[src/rtl/ihp_ram_arbiter_if.sv]
// Requester and SRAM-macro bundle for the shared-RAM arbiter.
// slave = arbiter side, master = requesters/macro side.
`timescale 1ns/1ps
interface ihp_ram_arbiter_if #(
  parameter int AW  = 10,
  parameter int DW  = 64,
  parameter int NBE = 8
);
  logic           a_req;
  logic [NBE-1:0] a_we;
  logic [AW-1:0]  a_addr;
  logic [DW-1:0]  a_wdata;
  logic           a_gnt;
  logic           a_rvalid;
  logic [DW-1:0]  a_rdata;

  logic           b_req;
  logic [NBE-1:0] b_we;
  logic [AW-1:0]  b_addr;
  logic [DW-1:0]  b_wdata;
  logic           b_gnt;
  logic           b_rvalid;
  logic [DW-1:0]  b_rdata;

  logic           mem_men;
  logic           mem_wen;
  logic           mem_ren;
  logic [AW-1:0]  mem_addr;
  logic [DW-1:0]  mem_din;
  logic [DW-1:0]  mem_bm;
  logic [DW-1:0]  mem_dout;

  modport slave (
    input  a_req, a_we, a_addr, a_wdata,
    input  b_req, b_we, b_addr, b_wdata,
    input  mem_dout,
    output a_gnt, a_rvalid, a_rdata,
    output b_gnt, b_rvalid, b_rdata,
    output mem_men, mem_wen, mem_ren,
    output mem_addr, mem_din, mem_bm
  );

  modport master (
    output a_req, a_we, a_addr, a_wdata,
    output b_req, b_we, b_addr, b_wdata,
    output mem_dout,
    input  a_gnt, a_rvalid, a_rdata,
    input  b_gnt, b_rvalid, b_rdata,
    input  mem_men, mem_wen, mem_ren,
    input  mem_addr, mem_din, mem_bm
  );
endinterface

[src/rtl/ihp_ram_arbiter.sv]
// Round-robin two-port arbiter in front of a single-port SRAM macro,
// with registered command stage and a bulk-clear sequencer.
`timescale 1ns/1ps
module ihp_ram_arbiter #(
  parameter int            AW        = 10,
  parameter int            DW        = 64,
  parameter int            NBE       = 8,
  parameter logic [DW-1:0] CLEAR_VAL = '0
) (
  input  logic clk,
  input  logic rst_n,
  input  logic clr_start,
  output logic clr_busy,
  output logic clr_done,
  ihp_ram_arbiter_if.slave bus
);

  typedef enum logic [1:0] {
    IDLE  = 2'd0,
    CLEAR = 2'd1,
    DONE  = 2'd2
  } state_e;

  state_e         state_q, state_d;
  logic [AW:0]    cnt_q, cnt_d;
  logic           pref_b_q, pref_b_d;
  logic           rdy_q;
  logic           men_q, men_d;
  logic           wen_q, wen_d;
  logic           ren_q, ren_d;
  logic [AW-1:0]  addr_q, addr_d;
  logic [DW-1:0]  din_q, din_d;
  logic [DW-1:0]  bm_q, bm_d;
  logic [1:0]     tag1_q, tag1_d;
  logic [1:0]     tag2_q;

  logic           gnt_a, gnt_b, is_rd;
  logic [NBE-1:0] sel_we;
  logic [AW-1:0]  sel_addr;
  logic [DW-1:0]  sel_wdata;

  always_comb begin
    state_d  = state_q;
    cnt_d    = cnt_q;
    pref_b_d = pref_b_q;
    men_d    = 1'b0;
    wen_d    = 1'b0;
    ren_d    = 1'b0;
    addr_d   = addr_q;
    din_d    = din_q;
    bm_d     = '0;
    tag1_d   = '0;
    gnt_a    = 1'b0;
    gnt_b    = 1'b0;

    unique case (state_q)
      IDLE: begin
        if (clr_start) begin
          state_d = CLEAR;
          cnt_d   = '0;
        end else if (rdy_q) begin
          gnt_a = bus.a_req &&
                  (!bus.b_req || !pref_b_q);
          gnt_b = bus.b_req && !gnt_a;
        end
      end
      CLEAR: begin
        men_d  = 1'b1;
        wen_d  = 1'b1;
        addr_d = cnt_q[AW-1:0];
        din_d  = CLEAR_VAL;
        bm_d   = '1;
        cnt_d  = cnt_q + (AW+1)'(1);
        // extra MSB flags the wrap past the last word
        if (cnt_d[AW]) state_d = DONE;
      end
      DONE:    state_d = IDLE;
      default: state_d = IDLE;
    endcase

    sel_we    = gnt_b ? bus.b_we    : bus.a_we;
    sel_addr  = gnt_b ? bus.b_addr  : bus.a_addr;
    sel_wdata = gnt_b ? bus.b_wdata : bus.a_wdata;
    is_rd     = ~|sel_we;

    if (gnt_a || gnt_b) begin
      pref_b_d = gnt_a;
      men_d    = 1'b1;
      wen_d    = !is_rd;
      ren_d    = is_rd;
      addr_d   = sel_addr;
      din_d    = sel_wdata;
      for (int i = 0; i < NBE; i++)
        bm_d[8*i +: 8] = {8{sel_we[i]}};
      tag1_d   = {gnt_b & is_rd, gnt_a & is_rd};
    end
  end

  always_ff @(posedge clk or negedge rst_n) begin
    if (!rst_n) begin
      state_q  <= IDLE;
      cnt_q    <= '0;
      pref_b_q <= 1'b0;
      rdy_q    <= 1'b0;
      men_q    <= 1'b0;
      wen_q    <= 1'b0;
      ren_q    <= 1'b0;
      addr_q   <= '0;
      din_q    <= '0;
      bm_q     <= '0;
      tag1_q   <= '0;
      tag2_q   <= '0;
    end else begin
      state_q  <= state_d;
      cnt_q    <= cnt_d;
      pref_b_q <= pref_b_d;
      rdy_q    <= 1'b1;
      men_q    <= men_d;
      wen_q    <= wen_d;
      ren_q    <= ren_d;
      addr_q   <= addr_d;
      din_q    <= din_d;
      bm_q     <= bm_d;
      tag1_q   <= tag1_d;
      tag2_q   <= tag1_q;
    end
  end

  assign bus.a_gnt    = gnt_a;
  assign bus.b_gnt    = gnt_b;
  assign bus.a_rvalid = tag2_q[0];
  assign bus.b_rvalid = tag2_q[1];
  assign bus.a_rdata  = tag2_q[0] ? bus.mem_dout : '0;
  assign bus.b_rdata  = tag2_q[1] ? bus.mem_dout : '0;

  assign bus.mem_men  = men_q;
  assign bus.mem_wen  = wen_q;
  assign bus.mem_ren  = ren_q;
  assign bus.mem_addr = addr_q;
  assign bus.mem_din  = din_q;
  assign bus.mem_bm   = bm_q;

  assign clr_busy = (state_q == CLEAR);
  assign clr_done = (state_q == DONE);

endmodule

[src/flat_wrapper.sv]
// flat-port wrapper written by rule: the top's interface ports become plain ports
module ihp_ram_arbiter_flat 
#(
  parameter int            AW        = 10,
  parameter int            DW        = 64,
  parameter int            NBE       = 8,
  parameter logic [DW-1:0] CLEAR_VAL = '0
)
  (clk, rst_n, clr_start, clr_busy, clr_done, bus_a_req, bus_a_we, bus_a_addr, bus_a_wdata, bus_b_req, bus_b_we, bus_b_addr, bus_b_wdata, bus_mem_dout, bus_a_gnt, bus_a_rvalid, bus_a_rdata, bus_b_gnt, bus_b_rvalid, bus_b_rdata, bus_mem_men, bus_mem_wen, bus_mem_ren, bus_mem_addr, bus_mem_din, bus_mem_bm);
  ihp_ram_arbiter_if #(.AW(AW), .DW(DW), .NBE(NBE)) bus_i ();
  input  logic clk;
  input  logic rst_n;
  input  logic clr_start;
  output logic clr_busy;
  output logic clr_done;
  input wire logic [$bits(bus_i.a_req)-1:0] bus_a_req;
  input wire logic [$bits(bus_i.a_we)-1:0] bus_a_we;
  input wire logic [$bits(bus_i.a_addr)-1:0] bus_a_addr;
  input wire logic [$bits(bus_i.a_wdata)-1:0] bus_a_wdata;
  input wire logic [$bits(bus_i.b_req)-1:0] bus_b_req;
  input wire logic [$bits(bus_i.b_we)-1:0] bus_b_we;
  input wire logic [$bits(bus_i.b_addr)-1:0] bus_b_addr;
  input wire logic [$bits(bus_i.b_wdata)-1:0] bus_b_wdata;
  input wire logic [$bits(bus_i.mem_dout)-1:0] bus_mem_dout;
  output wire logic [$bits(bus_i.a_gnt)-1:0] bus_a_gnt;
  output wire logic [$bits(bus_i.a_rvalid)-1:0] bus_a_rvalid;
  output wire logic [$bits(bus_i.a_rdata)-1:0] bus_a_rdata;
  output wire logic [$bits(bus_i.b_gnt)-1:0] bus_b_gnt;
  output wire logic [$bits(bus_i.b_rvalid)-1:0] bus_b_rvalid;
  output wire logic [$bits(bus_i.b_rdata)-1:0] bus_b_rdata;
  output wire logic [$bits(bus_i.mem_men)-1:0] bus_mem_men;
  output wire logic [$bits(bus_i.mem_wen)-1:0] bus_mem_wen;
  output wire logic [$bits(bus_i.mem_ren)-1:0] bus_mem_ren;
  output wire logic [$bits(bus_i.mem_addr)-1:0] bus_mem_addr;
  output wire logic [$bits(bus_i.mem_din)-1:0] bus_mem_din;
  output wire logic [$bits(bus_i.mem_bm)-1:0] bus_mem_bm;
  assign bus_i.a_req = bus_a_req;
  assign bus_i.a_we = bus_a_we;
  assign bus_i.a_addr = bus_a_addr;
  assign bus_i.a_wdata = bus_a_wdata;
  assign bus_i.b_req = bus_b_req;
  assign bus_i.b_we = bus_b_we;
  assign bus_i.b_addr = bus_b_addr;
  assign bus_i.b_wdata = bus_b_wdata;
  assign bus_i.mem_dout = bus_mem_dout;
  assign bus_a_gnt = bus_i.a_gnt;
  assign bus_a_rvalid = bus_i.a_rvalid;
  assign bus_a_rdata = bus_i.a_rdata;
  assign bus_b_gnt = bus_i.b_gnt;
  assign bus_b_rvalid = bus_i.b_rvalid;
  assign bus_b_rdata = bus_i.b_rdata;
  assign bus_mem_men = bus_i.mem_men;
  assign bus_mem_wen = bus_i.mem_wen;
  assign bus_mem_ren = bus_i.mem_ren;
  assign bus_mem_addr = bus_i.mem_addr;
  assign bus_mem_din = bus_i.mem_din;
  assign bus_mem_bm = bus_i.mem_bm;
  ihp_ram_arbiter #(.AW(AW), .DW(DW), .NBE(NBE), .CLEAR_VAL(CLEAR_VAL)) u_core (.clk(clk), .rst_n(rst_n), .clr_start(clr_start), .clr_busy(clr_busy), .clr_done(clr_done), .bus(bus_i));
endmodule
[config.mk]
export PLATFORM = sky130hd
export DESIGN_NAME = ihp_ram_arbiter_flat
export DESIGN_NICKNAME = d
export VERILOG_FILES = /design/src/rtl/ihp_ram_arbiter_if.sv /design/src/rtl/ihp_ram_arbiter.sv /design/src/flat_wrapper.sv
export SDC_FILE = /design/constraint.sdc
export NUM_CORES = 1
export LEC_CHECK = 0
export CORE_AREA = 8 8 191 193
export DETAILED_ROUTE_END_ITERATION = 16
export DIE_AREA = 0 0 199 201
export GPL_TIMING_DRIVEN = 0
export REMOVE_ABC_BUFFERS = 1
export SLEW_MARGIN = 20
export SYNTH_ARGS = -nofsm -noshare
export SYNTH_HDL_FRONTEND = slang
export SYNTH_SLANG_ARGS = --single-unit
export TNS_END_PERCENT = 20
[constraint.sdc]
create_clock -name clk -period 2.2 [get_ports clk]
set_clock_uncertainty 0.2 [all_clocks]
set_input_delay 0.44 -clock clk [delete_from_list [all_inputs] [get_ports clk]]
set_output_delay 0.44 -clock clk [all_outputs]
set_load 0.1 [all_outputs]
==> summary.txt <==
Synthesis
  – Top post-synthesis cells by count: and2_1, dfrtp_1, a22oi_1
  – EDFF count, synth: 0
  – Cell count after synthesis: 681
  – Most common cell in the synthesized netlist: and2_1
  – Synth Area per Inst: 8.865 um^2
  – Synth Area in Simple Gates: 20.10%
  – Ys Warns: 0
  – Yosys top cell area share: 43.11%
  – Mux share of post-synthesis cell area: 0.4352%
  – Xor/xnor share of the synthesized area: 0%
  – Async set or reset register ratio after synthesis: 100.0%
  – Mapped Area: 0.006037 mm^2
  – Prevailing post-synth register cell: dfrtp_1
  – Largest family of logic cells by synthesized area: compound AO/OA/AOI/OAI gates
  – Number of synthesized register bits: 104
  – Synth Area in Compound Gates: 20.73%
  – Post-Synth Adder-Cell Area: 0.2073%
  – Yosys cell types: 42
  – Post-synth top area cell: dfrtp_1
  – Largest cells by area after synthesis: dfrtp_1, and2_1, a22oi_1, buf_4, o21ai_0
  – Seq/Total Area, Yosys: 43.11%

Detailed routing
  – Wire length per cell: 21.58 um
  – Initial detailed-routing violation count: 329
  – Vias post-DR: 6629
  – Routed Antenna Nets: 0
  – First-pass iteration count of the detailed router: 5
  – Routed wire length: 34.17 mm
  – Number of remaining DRC errors: 0
  – Via density: 4.188

Cells and area
  – Layout fillers: 3452
  – FF/Latch Area: 0.002608 mm^2
  – Nets: 1362
  – Layout cells sized above 1: 28.95%
  – Area delta synth->final: 90.65%
  – Design area: 0.01151 mm^2
  – Area occupied by multi-input gates: 0.002560 mm^2
  – Core Util, Final: 34.58%

GRT
  – Vias in the first global route: 6951
  – Global-route wire length before repair: 48.26 mm
  – Total gr overflow: 0
  – GRT Resource Usage Total: 16.10%
  – Initial antenna violation count: 4
  – Pin count of the biggest net entering global routing: 60

STA
  – Max_slew headroom: 33.25%
  – Period utilisation layout: 114.0%
  – # setup viols final: 52
  – RSZ-0062 raised after global routing: true
  – Max Freq: 398.9 MHz
  – Hold Fails Final Rpt: 0
  – Worst slew pin tran: 1.005 ns
  – Min Tclk post-route: 2.507 ns
  – Setup WS post-layout: -0.3071 ns
  – Count of final max-slew check failures: 0

Worst setup path
  – Worst-path maximum fanout: 5
  – Crit Path Category: flop to primary output
  – Critical Path AT: 1.87 ns
  – Capture point of the worst reg-to-reg path: u_core.bus.mem_din[59]
  – Reg2reg setup slack: -0.16 ns
  – Setup crit end kind: primary output
  – Worst Reg-to-Reg Cells: 7
  – Startpoint types: flop
  – CP Data Required Time: 1.56 ns
  – Setup crit start: u_core.state_q[1]
  – FF-to-FF Start: u_core.state_q[1]
  – CP endpoint: bus_a_gnt

Clock tree
  – Clock tree buffer depth: 2
  – Clock root cell: clkbuf_16
  – CTS H-tree lvls: 3
  – CTS buffer count: 9
  – Worst-Skew Late Latency: 0.35 ns
  – TritonCTS clock tree: done
  – # clock sinks: 104
  – Clk pin slew, worst setup/hold paths: 0.08 ns

Die
  – Rows: 67
  – Total core area: 0.03328 mm^2
  – Chip height: 201 um
  – Die Area: 0.04000 mm^2
  – # IOs: 508
  – Initial core utilization: 18.14%
  – Die Width: 199 um

Placed design
  – Placer Congestion: 0.9045
  – Placed inst area: 0.01116 mm^2
  – DP Worst Slack: -2.608 ns
  – Detail Placement HPWL: 26.36 mm
  – Count of input and output buffers: 507

Min path
  – HP Class: flop to flop
  – Worst hold start: u_core.tag1_q[0]
  – WHS Path Cells: 0

Pwr
  – VDD IR max: 0.2536 mV
  – P per Cell Area: 351.2 mW/mm^2
  – Pwr Total: 4.043 mW
  – Leakage power: 4.818 nW

Outcome
  – Failing checks: negative setup slack
  – Status: finished with violations

Flow run
  – Max_cap viols: 0
-- critical path, stage by stage (launching register included) --
cell,delay (ns)
dfrtp_2,0.45
or4b_4,0.59
nor2_4,0.15
clkbuf_16,0.16
buf_16,0.16
-- final cells by class --
type | instances | share of cell area [%]
Tap cell | 448 | 4.870
Timing Repair inverter | 4 | 0.3587
Clock buffer | 10 | 1.989
Sequential cell | 104 | 22.65
Clock inverter | 6 | 0.4348
Timing Repair Buffer | 534 | 44.87
Antenna cell | 2 | 0.04348
Multi-Input combinational cell | 405 | 22.24
Inverter | 70 | 2.533
-- metrics by stage --
stage / cells / hold slack, ns / setup TNS (ns)
2_1_floorplan: 579 / -0.05559 / -437.10
3_3_place_gp: 1534 / 0.1356 / -788.29
3_5_place_dp: 1540 / 0.1354 / -214.94
4_1_cts: 1578 / 0.1528 / -25.80
5_1_grt: 1583 / 0.1621 / -10.96
6_report: 1583 / 0.1512 / -5.847
-- state kept, by name, summed over array words and instances, names as in the netlist --
name	cells
u_core.tag1_q	2
u_core.rdy_q	1
u_core.tag2_q	2
u_core.state_q	2
u_core.bus.mem_men	1
u_core.bus.mem_bm	8
u_core.cnt_q	11
u_core.bus.mem_addr	10
u_core.bus.mem_wen	1
u_core.bus.mem_ren	1
u_core.pref_b_q	1
u_core.bus.mem_din	64
-- layout by cell type (no fill, tap or decap), drive strengths merged, types with 2 or more instances in the layout --
cell type,n
a22o,4
nand2b,3
nand2,36
a21oi,2
clkdlybuf4s15,58
o21a,4
diode,2
bufbuf,2
a22oi,71
clkdlybuf4s50,229
mux2,2
dlygate4sd2,18
or2,2
clkinv,3
a21o,8
o21ai,72
inv,73
clkbuf,82
clkinvlp,4
o32ai,7
nor2b,2
o22ai,5
nand3,4
nor3,4
and2,128
nor2,21
a32oi,3
nand4,4
dfrtp,104
a31oi,11
buf,153
nor4,4
-- per-layer routing --
layer / global-route usage (%) / vias up / wire, um
li1: - / 3126 / -
met1: 18.06 / 3208 / 13380
met2: 30.45 / 274 / 18250
met3: 3.386 / 19 / 2071
met4: 3.415 / 2 / 443
met5: 0 / - / 20
-- cell families after synthesis --
| kind of cell | Yosys count |
|---|---|
| adder cells (fa/ha/maj) | 1 |
| AO/OA/AOI/OAI | 191 |
| buffers and inverters | 172 |
| flip-flops | 104 |
| multiplexers | 2 |
| AND/OR/NAND/NOR | 210 |
| other | 1 |
-- report_power, final --
group	internal (mW)	switching, mW
Combinational	0.378	0.160
Sequential	1.91	0.000414
Clock	0.786	0.807
Total	3.07	0.968
-- timing repair --
item / CTS / global route
resized for setup: 962 / 381
pin swaps: 5 / 3
setup buffers: 15 / 3
hold buffers: 1 / 0
hold endpoints to repair: 45 / 0
gates cloned: 7 / 0
endpoints found under the setup margin: 364 / 276
-- worst min-delay path by stage --
stage | to
final | u_core.tag2_q[0]
after global routing | u_core.tag2_q[1]
after CTS | u_core.tag2_q[0]
after detailed placement | u_core.tag2_q[0]
after global placement | u_core.tag2_q[0]
after floorplan | u_core.bus.mem_addr[0]
Note: power is estimated with default switching activity, not from simulation.
